**src/rtl/jp_serial_scan.sv**
```systemverilog
// SNES-style serial gamepad poller: drives latch/clock, samples data, debounces
// the decoded buttons, modulates turbo A/B and flags an absent pad.
module jp_serial_scan #(
  parameter int CLK_DIV     = 4,
  parameter int SCAN_PERIOD = 30000,
  parameter int DEBOUNCE    = 2,
  parameter int TURBO_DIV   = 3
) (
  input  logic       i_clk,
  input  logic       i_rstn,
  input  logic       i_jp_data,
  output logic       o_jp_latch,
  output logic       o_jp_clk,
  output logic [9:0] o_jp_vec,
  output logic       o_pad_present,
  output logic       o_scan_done
);
  localparam int WAIT_W = $clog2(SCAN_PERIOD + 1);
  localparam int CNT_W  = $clog2(2 * CLK_DIV + 1);
  localparam int TD_W   = $clog2(TURBO_DIV + 1);
  localparam logic [WAIT_W-1:0] WAIT_LAST  = WAIT_W'(SCAN_PERIOD - 1);
  localparam logic [CNT_W-1:0]  LATCH_LAST = CNT_W'(2 * CLK_DIV - 1);
  localparam logic [CNT_W-1:0]  PH_LAST    = CNT_W'(CLK_DIV - 1);
  localparam logic [TD_W-1:0]   TD_LAST    = TD_W'(TURBO_DIV - 1);
  localparam logic [3:0]        DB         = 4'(DEBOUNCE);

  typedef enum logic [1:0] {S_IDLE, S_LATCH, S_SHIFT, S_DONE} state_t;

  state_t            state_q;
  logic [1:0]        sync_q;
  logic [WAIT_W-1:0] wait_q;
  logic [CNT_W-1:0]  cnt_q;
  logic [3:0]        bit_q;
  logic [15:0]       raw_q;
  logic              latch_q, jclk_q, done_q, present_q;
  logic [9:0]        prev_q, prev_d, stable_q, stable_d, vec_q, dec;
  logic [3:0]        match_q, match_d;
  logic [TD_W-1:0]   tcnt_q, tcnt_d;
  logic              phase_q, phase_d, present_c, d_s;

  assign d_s       = sync_q[1];
  // A line held low for all 16 bits reads as every button pressed: no pad.
  assign present_c = ~&raw_q;

  always_comb begin
    dec      = present_c ? {raw_q[1], raw_q[9], raw_q[7:2], raw_q[0], raw_q[8]} : '0;
    prev_d   = prev_q;
    match_d  = match_q;
    stable_d = stable_q;
    tcnt_d   = tcnt_q + 1'b1;
    phase_d  = phase_q;
    if (dec == prev_q) begin
      if (match_q != DB) match_d = match_q + 4'd1;
    end else begin
      match_d = 4'd1;
      prev_d  = dec;
    end
    if (match_d == DB) stable_d = dec;
    if (tcnt_q == TD_LAST) begin
      tcnt_d  = '0;
      phase_d = ~phase_q;
    end
  end

  always_ff @(posedge i_clk or negedge i_rstn) begin
    if (!i_rstn) begin
      state_q   <= S_IDLE;
      sync_q    <= 2'b11;
      wait_q    <= '0;
      cnt_q     <= '0;
      bit_q     <= '0;
      raw_q     <= '0;
      latch_q   <= 1'b0;
      jclk_q    <= 1'b1;
      done_q    <= 1'b0;
      present_q <= 1'b0;
      prev_q    <= '0;
      stable_q  <= '0;
      match_q   <= '0;
      tcnt_q    <= '0;
      phase_q   <= 1'b1;
      vec_q     <= '0;
    end else begin
      sync_q <= {sync_q[0], i_jp_data};
      done_q <= 1'b0;
      case (state_q)
        S_IDLE:
          if (wait_q == WAIT_LAST) begin
            wait_q  <= '0;
            latch_q <= 1'b1;
            state_q <= S_LATCH;
          end else wait_q <= wait_q + 1'b1;
        S_LATCH:
          if (cnt_q == LATCH_LAST) begin
            cnt_q   <= '0;
            bit_q   <= '0;
            latch_q <= 1'b0;
            jclk_q  <= 1'b0;
            state_q <= S_SHIFT;
          end else cnt_q <= cnt_q + 1'b1;
        S_SHIFT:
          if (cnt_q != PH_LAST) cnt_q <= cnt_q + 1'b1;
          else begin
            cnt_q <= '0;
            if (!jclk_q) begin
              // After 16 shifts bit k of the scan sits at raw_q[k].
              raw_q  <= {~d_s, raw_q[15:1]};
              jclk_q <= 1'b1;
            end else if (bit_q == 4'd15) begin
              done_q  <= 1'b1;
              state_q <= S_DONE;
            end else begin
              bit_q  <= bit_q + 4'd1;
              jclk_q <= 1'b0;
            end
          end
        S_DONE: begin
          state_q   <= S_IDLE;
          present_q <= present_c;
          prev_q    <= prev_d;
          match_q   <= match_d;
          stable_q  <= stable_d;
          tcnt_q    <= tcnt_d;
          phase_q   <= phase_d;
          vec_q     <= {stable_d[9] & phase_d, stable_d[8] & phase_d, stable_d[7:0]};
        end
        default: state_q <= S_IDLE;
      endcase
    end
  end

  assign o_jp_latch    = latch_q;
  assign o_jp_clk      = jclk_q;
  assign o_jp_vec      = vec_q;
  assign o_pad_present = present_q;
  assign o_scan_done   = done_q;
endmodule
```
**config.mk**
```make
export PLATFORM = sky130hd
export DESIGN_NAME = jp_serial_scan
export DESIGN_NICKNAME = d
export VERILOG_FILES = /design/src/rtl/jp_serial_scan.sv
export SDC_FILE = /design/constraint.sdc
export NUM_CORES = 1
export LEC_CHECK = 0
export BUFFER_PORTS_ARGS = -buffer_cell sky130_fd_sc_hd__buf_2
export CELL_PAD_IN_SITES_DETAIL_PLACEMENT = 1
export CELL_PAD_IN_SITES_GLOBAL_PLACEMENT = 1
export CORE_MARGIN = 5
export CORE_UTILIZATION = 49
export DETAILED_ROUTE_END_ITERATION = 8
export PLACE_DENSITY = 0.9
export SLEW_MARGIN = 10
export SYNTH_ARGS = -nofsm -noshare
export SYNTH_HDL_FRONTEND = slang
export SYNTH_SLANG_ARGS = --single-unit
export TNS_END_PERCENT = 1
```
**constraint.sdc**
```tcl
create_clock -name i_clk -period 3.3 [get_ports i_clk]
set_clock_uncertainty 0.1 [all_clocks]
set_input_delay 0.33 -clock i_clk [delete_from_list [all_inputs] [get_ports i_clk]]
set_output_delay 0.33 -clock i_clk [all_outputs]
set_load 0.05 [all_outputs]
```
---- Word-level counts from Yosys, hierarchy flattened ----
Cells that the tools add are included.
storage, ports and cells
  bits in registers ....................... 84
  bits of input ports ..................... 3
operators by class
  add/subtract/negate cells ............... 5
  eq/ne operators ......................... 17
  multiplexer cells ....................... 31
  bitwise operators ....................... 7
  reduce and logical (&&, ||, !) cells .... 11
operator list
  kind                                                    number
  2-to-1 mux 4 bit                                        8
  2-to-1 mux 10 bit                                       2
  case mux 4 bit (2 select lines)                         2
  AND reduction 16 bit                                    1
  adder 15 x 1 -> 15 bit (second input constant)          1
  equality test 15 bit (second input constant)            1
  2-to-1 mux 15 bit                                       1
  adder 4 x 1 -> 4 bit (second input constant)            3
  2-to-1 mux 2 bit                                        6
  inequality test 2 bit (second input constant)           6
  equality test 10 bit                                    1
  AND reduction 5 bit                                     2
  2-to-1 mux 1 bit                                        9
  AND reduction 3 bit                                     3
  inequality test 4 x 2 -> 1 bit (second input constant)  2
  case mux 2 bit (4 select lines)                         1
  equality test 2 bit (second input constant)             3
  NOT 1 bit                                               5
  equality test 4 x 2 -> 1 bit (second input constant)    1
  equality test 4 x 3 -> 1 bit (second input constant)    1
  equality test 4 bit (second input constant)             1
  case mux 1 bit (2 select lines)                         2
  nonzero test 2 bit                                      2
  adder 2 x 1 -> 2 bit (second input constant)            1
  other kinds (5)                                         6

---- Logic depth before layout (Yosys ltp) ----
  depth in word-level cells ............... 7
  gate-level depth with buffers ........... 9
  mapped depth without buffers ............ 8

---- Worst setup path before layout ----
No wires, ideal clock.
  path kind ............................... flip-flop to flip-flop
  start ................................... register match_q[0]
  end ..................................... register stable_q[0]
  library setup time ...................... 0.125 ns
  arrival time ............................ 2.481 ns
  data required time ...................... 3.075 ns
  path slack .............................. 0.595 ns
  cell stages (with the launch flop) ...... 9
  path buffers ............................ 0
  cells stage by stage .................... dfrtp_1 > inv_1 > ha_1 > or3b_2 > a2111oi_0 > o21a_1 > nand2_1 > nor3_4 > mux2_2
between the ends
  word-level cells in the longest chain between the ends .. 5
RTL lines
  element                                                                 line  text
  start, declared                                                         37    logic [3:0] match_q, match_d;
  start signal, assigned                                                  121   match_q <= match_d;
  adder 4 x 1 -> 4 bit or inequality test 4 x 2 -> 1 bit (tied branches)  53    if (match_q != DB) match_d = match_q + 4'd1;
  2-to-1 mux 4 bit (*)                                                    53
  2-to-1 mux 4 bit (*)                                                    52    if (dec == prev_q) begin
  equality test 4 x 2 -> 1 bit (*)                                        58    if (match_d == DB) stable_d = dec;
  2-to-1 mux 10 bit (*)                                                   58
  end signal, assigned                                                    122   stable_q <= stable_d;
  end, declared                                                           36    logic [9:0] prev_q, prev_d, stable_q, stable_d, vec_q, dec;
Every way passes the cells marked *; elsewhere a longest branch is shown, timed or not.
A chain may end at the register's enable or synchronous reset.

---- Worst setup path after layout ----
  start ................................... register match_q[0]
  end ..................................... register stable_q[6]
Same word-level chain as after synthesis.

==> metrics.txt <==
worst skew pair latency 0.35 ns; layout cell share with drive strength beyond 1 24.1%; setup slack, reg-to-reg 0.25 ns; overall global routing resource usage 19.5%; Die Width 100 µm; Slew Limit Headroom 36.2%; Avg Inst Size Synth 10.5 µm²; final hold vios 0; first-pass GRT wire length 15.7 mm; routed len/inst 17.8 µm; Post-synth EDFFs 0; Internal 1510 µW; Synth Flop Type dfrtp_1; most frequent cells in the layout 72 x dfrtp_1, 39 x mux2_2, 38 x nand2_1, 29 x o21ai_0, 17 x nor2_1; area of the die 10100 µm²; Via-to-Cell Ratio 5.77; Final Cycle Share 92.3%; final WL 9.03 mm; Max Fclk 328 MHz; status completed; worst hold path type input pin to async pin; Final Power 1880 µW; Comb pwr share 1.0%; Slew Limit Fails 0; CTS Sinks 76; Post-Syn Instances 383; antenna violations before repair 0; Req. time, crit path 3.43 ns; VDD IR-drop max 0.289 mV; diode count 0; crit-path max FO 9; drt drc 0; die height 100 µm; synth unique cells 52; Core Area 8090 µm²; CTS Buf Count 9; CTS tree yes; remaining global-route overflow 0; Antenna Nets Post-Route 0; Least-Margin Pin Slew 0.958 ns; Initial DRC Count 84; WS Path Type register to register; Seq cells post-synth 76; switching part of the total 19.7%; vias in the first global route 3192; Final Cell Area 4450 µm²; register clock-pin slew on the reported worst setup and hold paths 0.08 ns; Final WS setup 0.255 ns; final setup vio count 0; Placed Area 4150 µm²; CP arrival 3.18 ns; Clock Root Buffer clkbuf_8; Top Ports 17; largest net degree at the start of global routing 77; sequential share of power 49.5%; min Tclk post-route 3.05 ns; depth of the most critical reg-to-reg path 9; Vias 2923; post-synthesis sequential area ratio 47.6%; hpwl dp 6.13 mm; H-Tree Depth 3; num rows 33; r2r endpoint stable_q[6]$_DFFE_PN0P_; Worst Setup Start Kind register; fillcell total 907; Lkg Pwr 0.00207 µW; routability cong. 0.804; TritonRoute pass-1 iters 4; asr flop ratio synth 100%; unrepaired setup endpoints after global routing no; CP endpoint kind register; port bufs 16; Max Cap Viol 0; YS warnings 0; Switch Pwr 372 µW; Reg2Reg Launch Point match_q[0]$_DFFE_PN0P_; clock share of power 49.4%; area grow syn2layout 11.0%; Synth Net Count 396; Post-Syn Area 4010 µm²; Power Dens Cells 424 nW/µm²; Setup Slack @ Placement 0.215 ns; CTS max path bufs 2; Layout Nets 410; Final TNS setup 0 ns; commonest non-fill, non-tap cell in the layout dfrtp_1; Initial Utilization 49.5%
cells in the mapped netlist, drive strengths merged (3+ instances only):
master | number | area share (%)
a22o | 3 | 0.66
and2 | 9 | 1.6
inv | 15 | 1.4
o21a | 3 | 0.56
a21oi | 10 | 1.5
ha | 10 | 3.1
clkbuf | 10 | 0.94
xnor2 | 5 | 1.1
and3 | 4 | 0.62
nand3 | 14 | 1.7
a22oi | 3 | 0.56
o31ai | 3 | 0.56
nor3 | 11 | 1.7
nand2b | 11 | 1.7
nand2 | 38 | 3.6
dfrtp | 72 | 45
o2bb2ai | 3 | 0.66
dfstp | 4 | 2.6
o21ai | 30 | 3.8
mux2 | 39 | 11
or4 | 4 | 0.75
xor2 | 3 | 0.66
nor2 | 17 | 1.6
buf | 9 | 1.6
o41ai | 4 | 0.87
nor4 | 5 | 1.2
nor2b | 8 | 1.2
nand4 | 11 | 2.2
mux2i | 4 | 1.0
worst max path at each step:
| stage | from | end | slack, ns |
|---|---|---|---|
| 6_report | match_q[0]$_DFFE_PN0P_ | stable_q[6]$_DFFE_PN0P_ | 0.25 |
| 5_1_grt | match_q[0]$_DFFE_PN0P_ | stable_q[3]$_DFFE_PN0P_ | 0.001 |
| 4_1_cts | match_q[0]$_DFFE_PN0P_ | stable_q[6]$_DFFE_PN0P_ | 0.11 |
| 3_5_place_dp | match_q[0]$_DFFE_PN0P_ | stable_q[6]$_DFFE_PN0P_ | 0.21 |
| 3_3_place_gp | match_q[0]$_DFFE_PN0P_ | stable_q[1]$_DFFE_PN0P_ | 0.40 |
| 2_1_floorplan | match_q[0]$_DFFE_PN0P_ | stable_q[0]$_DFFE_PN0P_ | 0.59 |
cell families (layout without fill, tap and decap cells):
| kind of cell | Yosys count | in the layout | share of synthesized area [%] |
|---|---|---|---|
| muxes | 43 | 43 | 12.0 |
| DFF | 76 | 76 | 47.6 |
| xor gates and xnor gates | 8 | 8 | 1.75 |
| adders and majority gates | 10 | 10 | 3.12 |
| buffers and inverters | 34 | 53 | 3.96 |
| AOI/OAI and AO/OA | 73 | 73 | 12.4 |
| and+or+nand+nor | 139 | 139 | 19.2 |
metal layers:
layer	share of wire [%]	vias to the layer above	GRT usage [%]
met1	43	1483	23.6
met3	2.9	13	5.00
li1	-	1398	-
met4	1.3	0	4.97
met5	0	-	0
met2	53	29	34.7
sequential cells by signal (all words and copies together), names as in the netlist, 2 cells and up:
register	flops
cnt_q	4
sync_q	2
stable_q	10
prev_q	10
state_q	2
tcnt_q	2
bit_q	4
o_jp_vec	2
raw_q	16
wait_q	15
match_q	4
power by group through the flow:
stage	Clock, µW	Sequential (µW)	Combinational (µW)
after detailed placement	0	952	20.4
after floorplan	0	952	0.0152
after CTS	951	933	21.3
final	931	933	19.6
after global placement	0	951	19.8
after global routing	992	933	24.0
critical path: stages, from the launching register on:
cell       delay, ns
dfrtp_1         0.42
inv_1           0.13
ha_1            0.24
or3b_2          0.50
a2111oi_0       0.47
o21a_1          0.23
nand2_1         0.10
nor3_4          0.24
buf_12          0.17
mux2_2          0.34
metrics by stage:
step | utilization (%) | cells | hold WS, ns
floorplan | - | 383 | -0.0656
CTS | 54.7 | 506 | 0.0516
detailed placement | 51.3 | 489 | 0.254
global route | 54.9 | 507 | 0.102
finish | 54.9 | 507 | 0.0128
global placement | 51.3 | 489 | 0.247
area by class of cell:
class | count | area, µm² | area share, %
clock buffer | 9 | 124 | 2.79
timing repair buffer | 22 | 143 | 3.21
sequential | 76 | 1910 | 42.9
multi-input combinational | 273 | 1950 | 43.8
tap | 105 | 131 | 2.95
clock inverter | 7 | 139 | 3.12
inverter | 15 | 56.3 | 1.27
repair_timing:
action / 4_1_cts / 5_1_grt
hold buffers: 1 / 0
setup endpoints to repair: 0 / 10
setup buffers: 0 / 1
resized for setup: 0 / 0
hold endpoints to repair: 1 / 0
No activity file was read; power rests on OpenSTA's default activity.
